`src/rtl/dds_pkg.sv`:
```
// Shared types and constants for the DDS sweep controller.
package dds_pkg;

    typedef enum logic [1:0] {
        ST_IDLE,
        ST_SETTLE,
        ST_CAPTURE
    } state_t;

    // Waveform selects are active-low one-hot.
    localparam logic [2:0] SEL_SINE = 3'b110;
    localparam logic [2:0] SEL_SQR  = 3'b101;
    localparam logic [2:0] SEL_TRI  = 3'b011;

    localparam int unsigned FTW_100HZ = 138;

    // Next waveform in the sine -> square -> triangle rotation.
    function automatic logic [2:0] next_wave(input logic [2:0] cur);
        case (cur)
            SEL_SINE: return SEL_SQR;
            SEL_SQR:  return SEL_TRI;
            default:  return SEL_SINE;
        endcase
    endfunction

endpackage

```
`src/rtl/sweep_dwell_timer.sv`:
```
// Settle counter: loads a dwell count, decrements to zero and flags zero.
module sweep_dwell_timer #(
    parameter int unsigned W = 24
) (
    input  logic         clk,
    input  logic         rst,
    input  logic         load,
    input  logic [W-1:0] load_val,
    input  logic         dec,
    output logic         zero
);

    logic [W-1:0] cnt;

    // Load has priority; decrement saturates at zero.
    always_ff @(posedge clk or posedge rst) begin
        if (rst) begin
            cnt <= '0;
        end else if (load) begin
            cnt <= load_val;
        end else if (dec && (cnt != '0)) begin
            cnt <= cnt - 1'b1;
        end
    end

    assign zero = (cnt == '0);

endmodule

```
`src/rtl/dds_sweep_ctrl.sv`:
```
// DDS frequency sweep sequencer: steps the tuning word, settles, requests one
// FFT capture per point and waits for the ack.
// Optional macro WAVE_CYCLE_EN: rotate sel_wave on each completed sweep
// instead of registering sel_in.
module dds_sweep_ctrl
    import dds_pkg::*;
#(
    parameter int unsigned FTW_W   = 32,
    parameter int unsigned DWELL_W = 24,
    parameter int unsigned NPTS_W  = 10,
    parameter int unsigned FTW_RST = FTW_100HZ
) (
    input  logic               clk,
    input  logic               rst,
    input  logic               start,
    input  logic               abort,
    input  logic [FTW_W-1:0]   cfg_ftw_start,
    input  logic [FTW_W-1:0]   cfg_ftw_step,
    input  logic [NPTS_W-1:0]  cfg_npts,
    input  logic [DWELL_W-1:0] cfg_dwell,
    input  logic [2:0]         sel_in,
    output logic               cap_req,
    input  logic               cap_ack,
    output logic [FTW_W-1:0]   fre_k,
    output logic [2:0]         sel_wave,
    output logic               busy,
    output logic [NPTS_W-1:0]  pt_idx,
    output logic               pt_valid,
    output logic               done
);

    state_t              state, state_next;
    logic [FTW_W-1:0]    step_lat;
    logic [NPTS_W-1:0]   npts_lat;
    logic [DWELL_W-1:0]  dwell_lat;
    logic [DWELL_W-1:0]  dwell_val;
    logic                dwell_zero;
    logic                dwell_load, dwell_dec;
    logic                do_start, do_ack, req_set;
    logic                last_pt;

    assign last_pt   = (pt_idx == npts_lat - 1'b1);
    assign dwell_val = do_start ? cfg_dwell : dwell_lat;

    sweep_dwell_timer #(
        .W(DWELL_W)
    ) u_dwell (
        .clk      (clk),
        .rst      (rst),
        .load     (dwell_load),
        .load_val (dwell_val),
        .dec      (dwell_dec),
        .zero     (dwell_zero)
    );

    // State register.
    always_ff @(posedge clk or posedge rst) begin
        if (rst) begin
            state <= ST_IDLE;
        end else begin
            state <= state_next;
        end
    end

    // Next-state and per-edge control strobes; abort overrides everything.
    always_comb begin
        state_next = state;
        do_start   = 1'b0;
        do_ack     = 1'b0;
        req_set    = 1'b0;
        dwell_load = 1'b0;
        dwell_dec  = 1'b0;
        if (abort) begin
            state_next = ST_IDLE;
        end else begin
            case (state)
                ST_IDLE: begin
                    if (start) begin
                        do_start   = 1'b1;
                        dwell_load = 1'b1;
                        state_next = ST_SETTLE;
                    end
                end
                ST_SETTLE: begin
                    if (dwell_zero) begin
                        req_set    = 1'b1;
                        state_next = ST_CAPTURE;
                    end else begin
                        dwell_dec = 1'b1;
                    end
                end
                ST_CAPTURE: begin
                    if (cap_ack) begin
                        do_ack = 1'b1;
                        if (last_pt) begin
                            state_next = ST_IDLE;
                        end else begin
                            dwell_load = 1'b1;
                            state_next = ST_SETTLE;
                        end
                    end
                end
                default: state_next = ST_IDLE;
            endcase
        end
    end

    // Registered outputs, sweep accumulator and latched sweep configuration.
    always_ff @(posedge clk or posedge rst) begin
        if (rst) begin
            fre_k     <= FTW_W'(FTW_RST);
            pt_idx    <= '0;
            busy      <= 1'b0;
            cap_req   <= 1'b0;
            pt_valid  <= 1'b0;
            done      <= 1'b0;
            step_lat  <= '0;
            npts_lat  <= '0;
            dwell_lat <= '0;
        end else begin
            pt_valid <= 1'b0;
            done     <= 1'b0;
            if (abort) begin
                cap_req <= 1'b0;
                busy    <= 1'b0;
            end else begin
                if (do_start) begin
                    fre_k     <= cfg_ftw_start;
                    pt_idx    <= '0;
                    busy      <= 1'b1;
                    step_lat  <= cfg_ftw_step;
                    npts_lat  <= (cfg_npts == '0) ? NPTS_W'(1) : cfg_npts;
                    dwell_lat <= cfg_dwell;
                end
                if (req_set) begin
                    cap_req <= 1'b1;
                end
                if (do_ack) begin
                    cap_req  <= 1'b0;
                    pt_valid <= 1'b1;
                    if (last_pt) begin
                        done <= 1'b1;
                        busy <= 1'b0;
                    end else begin
                        fre_k  <= fre_k + step_lat;
                        pt_idx <= pt_idx + 1'b1;
                    end
                end
            end
        end
    end

`ifdef WAVE_CYCLE_EN
    // Advance the waveform on the same edge that raises done.
    always_ff @(posedge clk or posedge rst) begin
        if (rst) begin
            sel_wave <= SEL_SINE;
        end else if (do_ack && last_pt) begin
            sel_wave <= next_wave(sel_wave);
        end
    end
`else
    // Registered copy of the key-logic waveform select.
    always_ff @(posedge clk or posedge rst) begin
        if (rst) begin
            sel_wave <= SEL_SINE;
        end else begin
            sel_wave <= sel_in;
        end
    end
`endif

endmodule

```
`config.mk`:
```
export PLATFORM = sky130hd
export DESIGN_NAME = dds_sweep_ctrl
export DESIGN_NICKNAME = d
export VERILOG_FILES = /design/src/rtl/dds_pkg.sv /design/src/rtl/sweep_dwell_timer.sv /design/src/rtl/dds_sweep_ctrl.sv
export SDC_FILE = /design/constraint.sdc
export NUM_CORES = 1
export LEC_CHECK = 0
export BUFFER_PORTS_ARGS = -buffer_cell sky130_fd_sc_hd__buf_2
export CORE_ASPECT_RATIO = 0.5
export CORE_UTILIZATION = 55
export DETAILED_ROUTE_END_ITERATION = 6
export HOLD_SLACK_MARGIN = 0.05
export PLACE_DENSITY = 0.8
export SLEW_MARGIN = 20
export SYNTH_ARGS = -nofsm -noshare
export SYNTH_HDL_FRONTEND = slang
export SYNTH_HIERARCHICAL = 1
export SYNTH_SLANG_ARGS = --single-unit
```
`constraint.sdc`:
```
create_clock -name clk -period 12.3 [get_ports clk]
set_clock_uncertainty 0.1 [all_clocks]
set_input_delay 3.69 -clock clk [delete_from_list [all_inputs] [get_ports clk]]
set_output_delay 3.69 -clock clk [all_outputs]
set_load 0.02 [all_outputs]
```
==> results of run 1 <==
critical path, delay by kind of cell:
| kind | cells | cell delay [ps] |
|---|---|---|
| AOI/OAI and AO/OA | 3 | 940 |
| buffers and inverters | 3 | 1140 |
| and+or+nand+nor | 2 | 830 |
cells in the mapped netlist, drive strengths merged (5+ instances only):
| cell type | n |
|---|---|
| nor3b | 6 |
| buf | 16 |
| or4 | 5 |
| xor2 | 27 |
| nor3 | 17 |
| ha | 35 |
| inv | 16 |
| nand3 | 25 |
| a221o | 12 |
| mux2 | 5 |
| nor4 | 13 |
| nand2b | 15 |
| o2111ai | 5 |
| o21ai | 68 |
| nor2b | 9 |
| a21o | 14 |
| and3 | 9 |
| a21oi | 32 |
| dfrtp | 136 |
| xnor2 | 28 |
| dfstp | 5 |
| o211ai | 7 |
| clkbuf | 22 |
| a211oi | 6 |
| a31oi | 7 |
| nor2 | 43 |
| nand2 | 256 |
| a22oi | 13 |
area by class of cell:
class / count / share of cell area
clock buffer: 21 / 0.0457
multi-input combinational: 722 / 0.456
timing repair buffer: 157 / 0.0823
sequential: 141 / 0.367
antenna: 1 / 0.000260
clock inverter: 11 / 0.0175
inverter: 16 / 0.00649
tap: 198 / 0.0257
path summary, 6_finish.rpt:
kind                                from         endpoint  slack (ps)  cells past startpoint
min reg2reg                dwell_lat[23]    dwell_lat[23]         370                      2
max in group asynchronous            rst         fre_k[8]        7580                      3
min in group asynchronous            rst     dwell_lat[4]        3370                      2
max                              cap_ack  u_dwell/cnt[17]        5860                      8
min                        dwell_lat[23]    dwell_lat[23]         370                      2
max reg2reg                  npts_lat[0]  u_dwell/cnt[15]        7180                     11
per-stage QoR:
step	area [um2]	hold WS (ps)	instances	util
5_1_grt	9640	382	1267	0.667
2_1_floorplan	8150	339	917	-
6_report	9640	368	1267	0.667
4_1_cts	9640	371	1266	0.666
3_5_place_dp	9030	356	1234	0.624
3_3_place_gp	9030	352	1234	0.624
report_power, final:
| group | total [uW] | internal, uW | switching (uW) |
|---|---|---|---|
| clock network | 536 | 339 | 197 |
| logic | 584 | 250 | 334 |
| registers | 642 | 557 | 84.5 |
logic make-up after synthesis:
kind of cell,Yosys count,synth area share
compound gates,202,0.174
buf+inv,54,0.0278
mux,9,0.0118
fa+ha+maj,36,0.0562
simple gates,420,0.237
xor+xnor,55,0.0591
flops,141,0.434
flip-flops by register name (all words and copies together), names as in the netlist, 2 cells and up:
signal,count
state,2
dwell_lat,24
u_dwell/cnt,24
fre_k,32
sel_wave,3
npts_lat,10
pt_idx,10
step_lat,32
metal layers:
layer  GRT usage  up-vias  part of all wire
met5           0        -                 0
li1            -     3501                 -
met1       0.339     3491              0.45
met3      0.0512       27             0.049
met2       0.449      203              0.48
met4       0.106        0             0.015
cells in the final DEF, fill, tap and decap left out, types with 13 or more instances in the layout:
cell         n
xor2_1      27
nand3_1     24
a21o_1      14
o21ai_0     30
nor3_1      16
ha_1        35
buf_2      154
a22oi_1     13
dfrtp_1    136
nor2_1      43
inv_1       14
nand2_1    255
o21ai_1     34
nand2b_1    15
a21oi_1     29
xnor2_1     28
clkbuf_16   17
==> impl_metrics.json, run 1 <==
{
  "grt_first_pass_wirelength_um": 32400,
  "synth-main-ff-cell": "dfrtp_1",
  "routedWlPerCell_um": 15.6,
  "grt_pass1_vias": 6956,
  "setup_viol": 0,
  "drc": 2,
  "root_buffer": "clkbuf_16",
  "hold_viol_final": 0,
  "gp_congestion": 0.869,
  "synth_top_area_frac": 0.418,
  "cp_max_fo": 40,
  "numCtsBuffers": 17,
  "drt_iter0_markers": 473,
  "cts_tree": "done",
  "fmax_mhz": 155,
  "finalCritPeriodShare": 0.523,
  "start_kind": "input port",
  "hold_class": "flop to flop",
  "setup_tns_ps": 0,
  "track_usage": 0.264,
  "area_growth_pct": 18.4,
  "yosysWarnings": 6,
  "failed_checks": "design-rule violations",
  "drv_slew": 0,
  "cp-end-kind": "flop",
  "synth_edf_count": 0,
  "die_h_um": 88.1,
  "drtPass1Iterations": 7,
  "routed_wl_um": 19800,
  "synth_cell_type_count": 80,
  "slew_headroom": 0.276,
  "tightest_slew_ps": 1080,
  "dp_hpwl_um": 13600,
  "clockBufferDepth": 2,
  "async_flop_share": 1.00,
  "die_x_um": 174,
  "worst_path_max_delay_cell": "nor2_1",
  "crit_arrival_ps": 6640,
  "finalPower_uw": 1760,
  "synth_largest_area_cell": "dfrtp_1",
  "clock-sinks": 141,
  "seq_area_um2": 3530,
  "ant_nets": 0,
  "cap_violations": 0,
  "clk-insertion-delay-late_ps": 420,
  "vdd_drop_max_mv": 0.115,
  "synth_seq_cells": 141,
  "p_leak_uw": 0.00477,
  "grt_overflow": 0,
  "path_cells": "buf_2 > nand3b_1 > nor2_1 > a21oi_4 > inv_2 > inv_1 > o211a_1 > a211o_1",
  "synthCells": 917,
  "critical_path_class": "input port to flop",
  "vias_per_cell": 5.70,
  "postCtsHoldBufs": 0,
  "cts_repair_resize_count": 0,
  "worstPathRequired_ps": 12500,
  "ios": 155,
  "num_vias": 7222,
  "powerDensity_nw_per_um2": 183,
  "setup_ws_ps": 5860,
  "syn-mean-instance-area_um2": 8.88,
  "clk_pin_slew_ps": 60,
  "fillers": 1174,
  "status": "complete, but fails checks",
  "syn_nets": 1059,
  "cts_setup_buffers": 0,
  "start_util": 0.563,
  "nNetsFinal": 1197,
  "period_minus_slack_ps": 6440,
  "std_cell_rows": 31,
  "syn_area_um2": 8150,
  "final_layout_size_suffix_gt1_frac": 0.210,
  "rsz0062_at_grt": "false",
  "place_ws_ps": 5560,
  "crit_path_max_incr_delay_ps": 700,
  "grt_antenna_before_repair": 1,
  "htreeDepth": 4,
  "grt_max_degree": 96,
  "seq_area_frac_synth": 0.434,
  "io_buffers": 154,
  "design.die.area_um2": 15300,
  "core-area_um2": 14500,
  "multi_input_area_um2": 4390,
  "synthTopCellsByArea": "dfrtp_1, nand2_1, ha_1"
}
Note: power is estimated with default switching activity, not from simulation.
==> run 2, diff against run 1 <==
Settings changed: ABC_AREA set to 1, PLACE_DENSITY 0.8 to 0.78.
Clock period 12.3 ns to 6.4 ns, I/O delays scaled along.
==> impl_metrics.json, run 2 <==
{
  "status": "finished clean",
  "nNetsFinal": 1664,
  "numCtsBuffers": 17,
  "synthTopCellsByArea": "dfrtp_1, nand2_1, mux2_2",
  "gp_congestion": 0.940,
  "htreeDepth": 4,
  "wl_met1_um": 12400,
  "grt_overflow": 0,
  "die_h_um": 98.7,
  "start_kind": "flop",
  "ant_nets": 0,
  "met3_wirelength_um": 1360,
  "crit_arrival_ps": 4900,
  "powerDensity_nw_per_um2": 365,
  "grt_first_pass_wirelength_um": 45700,
  "track_usage": 0.295,
  "setup_viol": 0,
  "routedWlPerCell_um": 15.3,
  "tightest_slew_ps": 984,
  "drc": 0,
  "cts_repair_resize_count": 0,
  "io_buffers": 154,
  "p_leak_uw": 0.00625,
  "final_layout_size_suffix_gt1_frac": 0.238,
  "synth_largest_area_cell": "dfrtp_1",
  "yosysWarnings": 6,
  "synth_top_area_frac": 0.331,
  "synth_edf_count": 0,
  "drt_iter0_markers": 540,
  "synth_cell_type_count": 41,
  "std_cell_rows": 34,
  "die_x_um": 195,
  "dp_hpwl_um": 20000,
  "wl_met2_um": 12900,
  "critical_path_class": "flop to flop",
  "final_common_cell": "nand2_1",
  "design.die.area_um2": 19300,
  "period_minus_slack_ps": 4690,
  "cap_violations": 0,
  "fillers": 1557,
  "cp_max_fo": 41,
  "syn_nets": 1527,
  "clock-sinks": 141,
  "fin_area_um2": 11700,
  "hold_viol_final": 0,
  "rsz0062_at_grt": "false",
  "cts_tree": "done",
  "finalCritPeriodShare": 0.732,
  "clk-insertion-delay-late_ps": 430,
  "clk_pin_slew_ps": 70,
  "root_buffer": "clkbuf_16",
  "start_util": 0.577,
  "synth_seq_cells": 141,
  "top_layer": "met4",
  "postCtsHoldBufs": 0,
  "area_growth_pct": 14.1,
  "yosys.cell_count.top_type": "nand2_1",
  "vias_per_cell": 5.38,
  "slew_headroom": 0.343,
  "fmax_mhz": 213,
  "drv_slew": 0,
  "ys_top_cells_by_count": "nand2_1, inv_1, nand3_1, dfrtp_1, mux2_2",
  "syn-mean-instance-area_um2": 7.42,
  "place_area_um2": 11200,
  "syn_area_um2": 10300,
  "worstPathRequired_ps": 6610,
  "async_flop_share": 1.00,
  "ios": 155,
  "cts_setup_buffers": 0,
  "core-area_um2": 17800,
  "routed_wl_um": 27100,
  "cp-end-kind": "flop",
  "synthCells": 1385,
  "drtPass1Iterations": 5,
  "clockBufferDepth": 2,
  "grt_antenna_before_repair": 0,
  "setup_tns_ps": 0,
  "largest_registers": "fre_k (32), step_lat (32)",
  "layout_common_cells": "nand2_1, inv_1, buf_2, nand3_1, dfrtp_1",
  "synth-main-ff-cell": "dfrtp_1",
  "num_vias": 9509,
  "antenna_cells": 0,
  "vdd_drop_max_mv": 0.206,
  "hold_class": "flop to flop",
  "grt_max_degree": 62,
  "grt_pass1_vias": 9497,
  "seq_area_frac_synth": 0.344
}
## run 2: changes by cell type in the layout (fill, tap and decap cells not counted), moves of 12 or more
cell / change
nand4_1: +31
mux2_2: +104
inv_1: +146
nand2b_1: -15
nor2_1: +51
nor2_2: +14
nand3_1: +118
a22oi_1: -13
a221o_1: -12
xnor2_1: -23
o21ai_1: -33
nand2_1: +196
a21o_1: -12
## run 2: power by group
group / internal (uW) / total [uW] / switching (uW)
clock network: 517 / 981 / 464
registers: 1100 / 1290 / 196
logic: 747 / 2000 / 1260
## run 2: layout make-up
type,instances,area [um2],area share
well taps,234,293,0.0250
clock buffers,17,425,0.0363
inverters,163,614,0.0524
repair buffers,161,823,0.0702
clock inverters,15,150,0.0128
flip-flops and latches,141,3530,0.301
multi-input cells,1038,5890,0.502
## run 2: per-layer routing
layer,global-route usage,vias up
li1,-,4746
met3,0.0565,39
met2,0.509,261
met4,0.0739,0
met1,0.383,4463
met5,0,-
## run 2: through the flow
stage	instances	total power, uW	setup WS [ps]	util	hold slack (ps)
finish	1769	4280	1710	0.658	402
global route	1769	4620	1340	0.658	409
CTS	1769	4280	1770	0.658	403
detailed placement	1737	3280	1710	0.626	387
global placement	1737	3230	1790	0.626	381
floorplan	1385	2790	1290	-	353
## run 2: critical path: stages (launching register included)
cell and delay [ps]:
dfrtp_1 390, inv_2 160, ha_1 300, nand4_1 130, nand3_1 110, nand4_1 150
nor2_4 650, nand2_4 520, nand2_4 380, nand2_1 80, buf_4 260, inv_1 660
nand2_4 360, nand2_1 200, o21ai_2 60
## run 2: worst paths after layout
path	from	end	slack (ps)	cells past startpoint
min in group asynchronous	rst	dwell_lat[5]	1540	2
max reg2reg	npts_lat[0]	u_dwell/cnt[11]	1710	14
max in group asynchronous	rst	fre_k[12]	3410	3
min	dwell_lat[1]	dwell_lat[1]	400	1
max	npts_lat[0]	u_dwell/cnt[11]	1710	14
min reg2reg	dwell_lat[1]	dwell_lat[1]	400	1
## run 2: cells by family (layout without fill, tap and decap cells)
logic type               Yosys count  count (layout)  share of synthesized area
multiplexers                     113             113                      0.123
XOR/XNOR                          31              31                     0.0264
AO/OA/AOI/OAI                     71              71                     0.0407
AND/OR/NAND/NOR                  787             787                      0.336
adder cells (fa/ha/maj)           36              36                     0.0445
flip-flops                       141             141                      0.344
buffers and inverters            206             356                     0.0851
==> run 3, diff against run 2 <==
Settings changed: CORE_UTILIZATION 55 to 53, PLACE_DENSITY 0.78 to 0.79.
Clock period 6.4 ns to 4.2 ns, I/O delays scaled along.
==> impl_metrics.json, run 3 (synthesis results as in run 2) <==
{
  "status": "finished clean",
  "cap_violations": 0,
  "clk_pin_slew_ps": 60,
  "pwr-share-seq": 0.298,
  "drtPass1Iterations": 6,
  "finalCritPeriodShare": 0.792,
  "cp-end-kind": "flop",
  "vdd_drop_max_mv": 0.290,
  "cts_setup_buffers": 0,
  "ant_nets": 0,
  "final_layout_size_suffix_gt1_frac": 0.239,
  "p_sw_frac": 0.429,
  "die_x_um": 199,
  "grt_overflow": 0,
  "drv_slew": 0,
  "gp_congestion": 0.939,
  "setup_tns_ps": 0,
  "grt_max_degree": 85,
  "slew_headroom": 0.355,
  "place_ws_ps": 776,
  "core-area_um2": 18700,
  "start_kind": "flop",
  "nNetsFinal": 1667,
  "clock-sinks": 141,
  "ios": 155,
  "htreeDepth": 4,
  "fin_cells": 1797,
  "p_leak_uw": 0.00631,
  "p_sw_uw": 2850,
  "die_h_um": 100,
  "hold_viol_final": 0,
  "worstPathRequired_ps": 4410,
  "clk-insertion-delay-late_ps": 440,
  "rsz0062_at_grt": "false",
  "num_vias": 9585,
  "numCtsBuffers": 17,
  "design.die.area_um2": 20000,
  "hold_class": "flop to flop",
  "dp_hpwl_um": 19400,
  "place_inst": 1765,
  "crit_arrival_ps": 3540,
  "setup_viol": 0,
  "std_cell_rows": 35,
  "routed_wl_um": 26600,
  "final_common_cell": "nand2_1",
  "setup_ws_ps": 872,
  "cts_repair_resize_count": 0,
  "fmax_mhz": 301,
  "track_usage": 0.280,
  "vias_per_cell": 5.33,
  "root_buffer": "clkbuf_16",
  "grt_pass1_vias": 9352,
  "period_minus_slack_ps": 3330,
  "io_buffers": 154,
  "post-route-util": 0.634,
  "drc": 0,
  "critical_path_class": "flop to flop",
  "cp_max_fo": 23,
  "layout_common_cells": "nand2_1, inv_1, buf_2, nand3_1, dfrtp_1",
  "fillers": 1643,
  "drt_iter0_markers": 538,
  "p_comb_frac": 0.459,
  "start_util": 0.550,
  "cts_tree": "done",
  "grt_first_pass_wirelength_um": 44700,
  "postCtsHoldBufs": 0,
  "routedWlPerCell_um": 14.8,
  "clockBufferDepth": 2,
  "powerDensity_nw_per_um2": 559,
  "largest_registers": "fre_k (32), step_lat (32)",
  "tightest_slew_ps": 966,
  "p_int_uw": 3780,
  "grt_antenna_before_repair": 0,
  "antenna_cells": 0,
  "clockPowerShare": 0.243,
  "area_growth_pct": 15.4
}
-- run 3: changes by cell type in the layout (fill, tap and decap cells not counted) --
cell       before  now
buf_12          0    3
bufinv_16       0    3
clkinv_2        0    2
clkinv_8        2    0
inv_8           3    1
clkbuf_8        0    1
clkinv_4        2    1
inv_4           1    0
-- run 3: layer usage --
layer  vias up  wire, um  share of wire  global-route usage
met1      4533     12100           0.45               0.363
met4         0       371          0.014              0.0917
met3        35      1260          0.047              0.0462
met5         -         0              0                   0
met2       275     12900           0.48               0.480
li1       4742         -              -                   -
-- run 3: critical path, stage by stage (launching register included) --
cell and delay, ps:
dfrtp_1 390, inv_2 140, ha_1 290, xnor2_1 170
inv_1 60, nand2_1 50, nand2_1 40, nor2_1 110
nand3_2 110, nor2_4 120, nand2_4 70, nand2_4 180
nand2_1 100, inv_1 640, nand2_4 350, nand2_1 190
o21ai_2 60
-- run 3: metrics by stage --
stage | power [uW] | instance area [um2] | hold slack (ps)
2_1_floorplan | 4260 | 10300 | 353
3_3_place_gp | 4900 | 11200 | 381
3_5_place_dp | 4980 | 11200 | 388
4_1_cts | 6630 | 11900 | 396
5_1_grt | 7150 | 11900 | 416
6_report | 6630 | 11900 | 396
-- run 3: layout make-up --
class	instances	area [um2]	area share
Sequential cell	141	3530	0.298
Inverter	163	616	0.0519
Multi-Input combinational cell	1038	5890	0.496
Clock buffer	18	439	0.0370
Clock inverter	14	179	0.0151
Timing Repair Buffer	164	883	0.0745
Tap cell	259	324	0.0273
-- run 3: power groups by stage --
stage                     combinational [uW]  clock, uW  sequential [uW]
after floorplan                         2260          0             2000
after global placement                  2930          0             1970
after detailed placement                2990          0             1990
after CTS                               3020       1640             1970
after global routing                    3450       1690             2010
final                                   3040       1610             1980
-- run 3: path summary, 6_finish.rpt --
path / startpoint / endpoint / slack, ps / depth (start not counted)
max: npts_lat[0] / u_dwell/cnt[11] / 870 / 16
min: state[0] / state[1] / 400 / 1
max reg2reg: npts_lat[0] / u_dwell/cnt[11] / 870 / 16
min reg2reg: state[0] / state[1] / 400 / 1
max in group asynchronous: rst / u_dwell/cnt[23] / 2430 / 2
min in group asynchronous: rst / dwell_lat[14] / 860 / 3
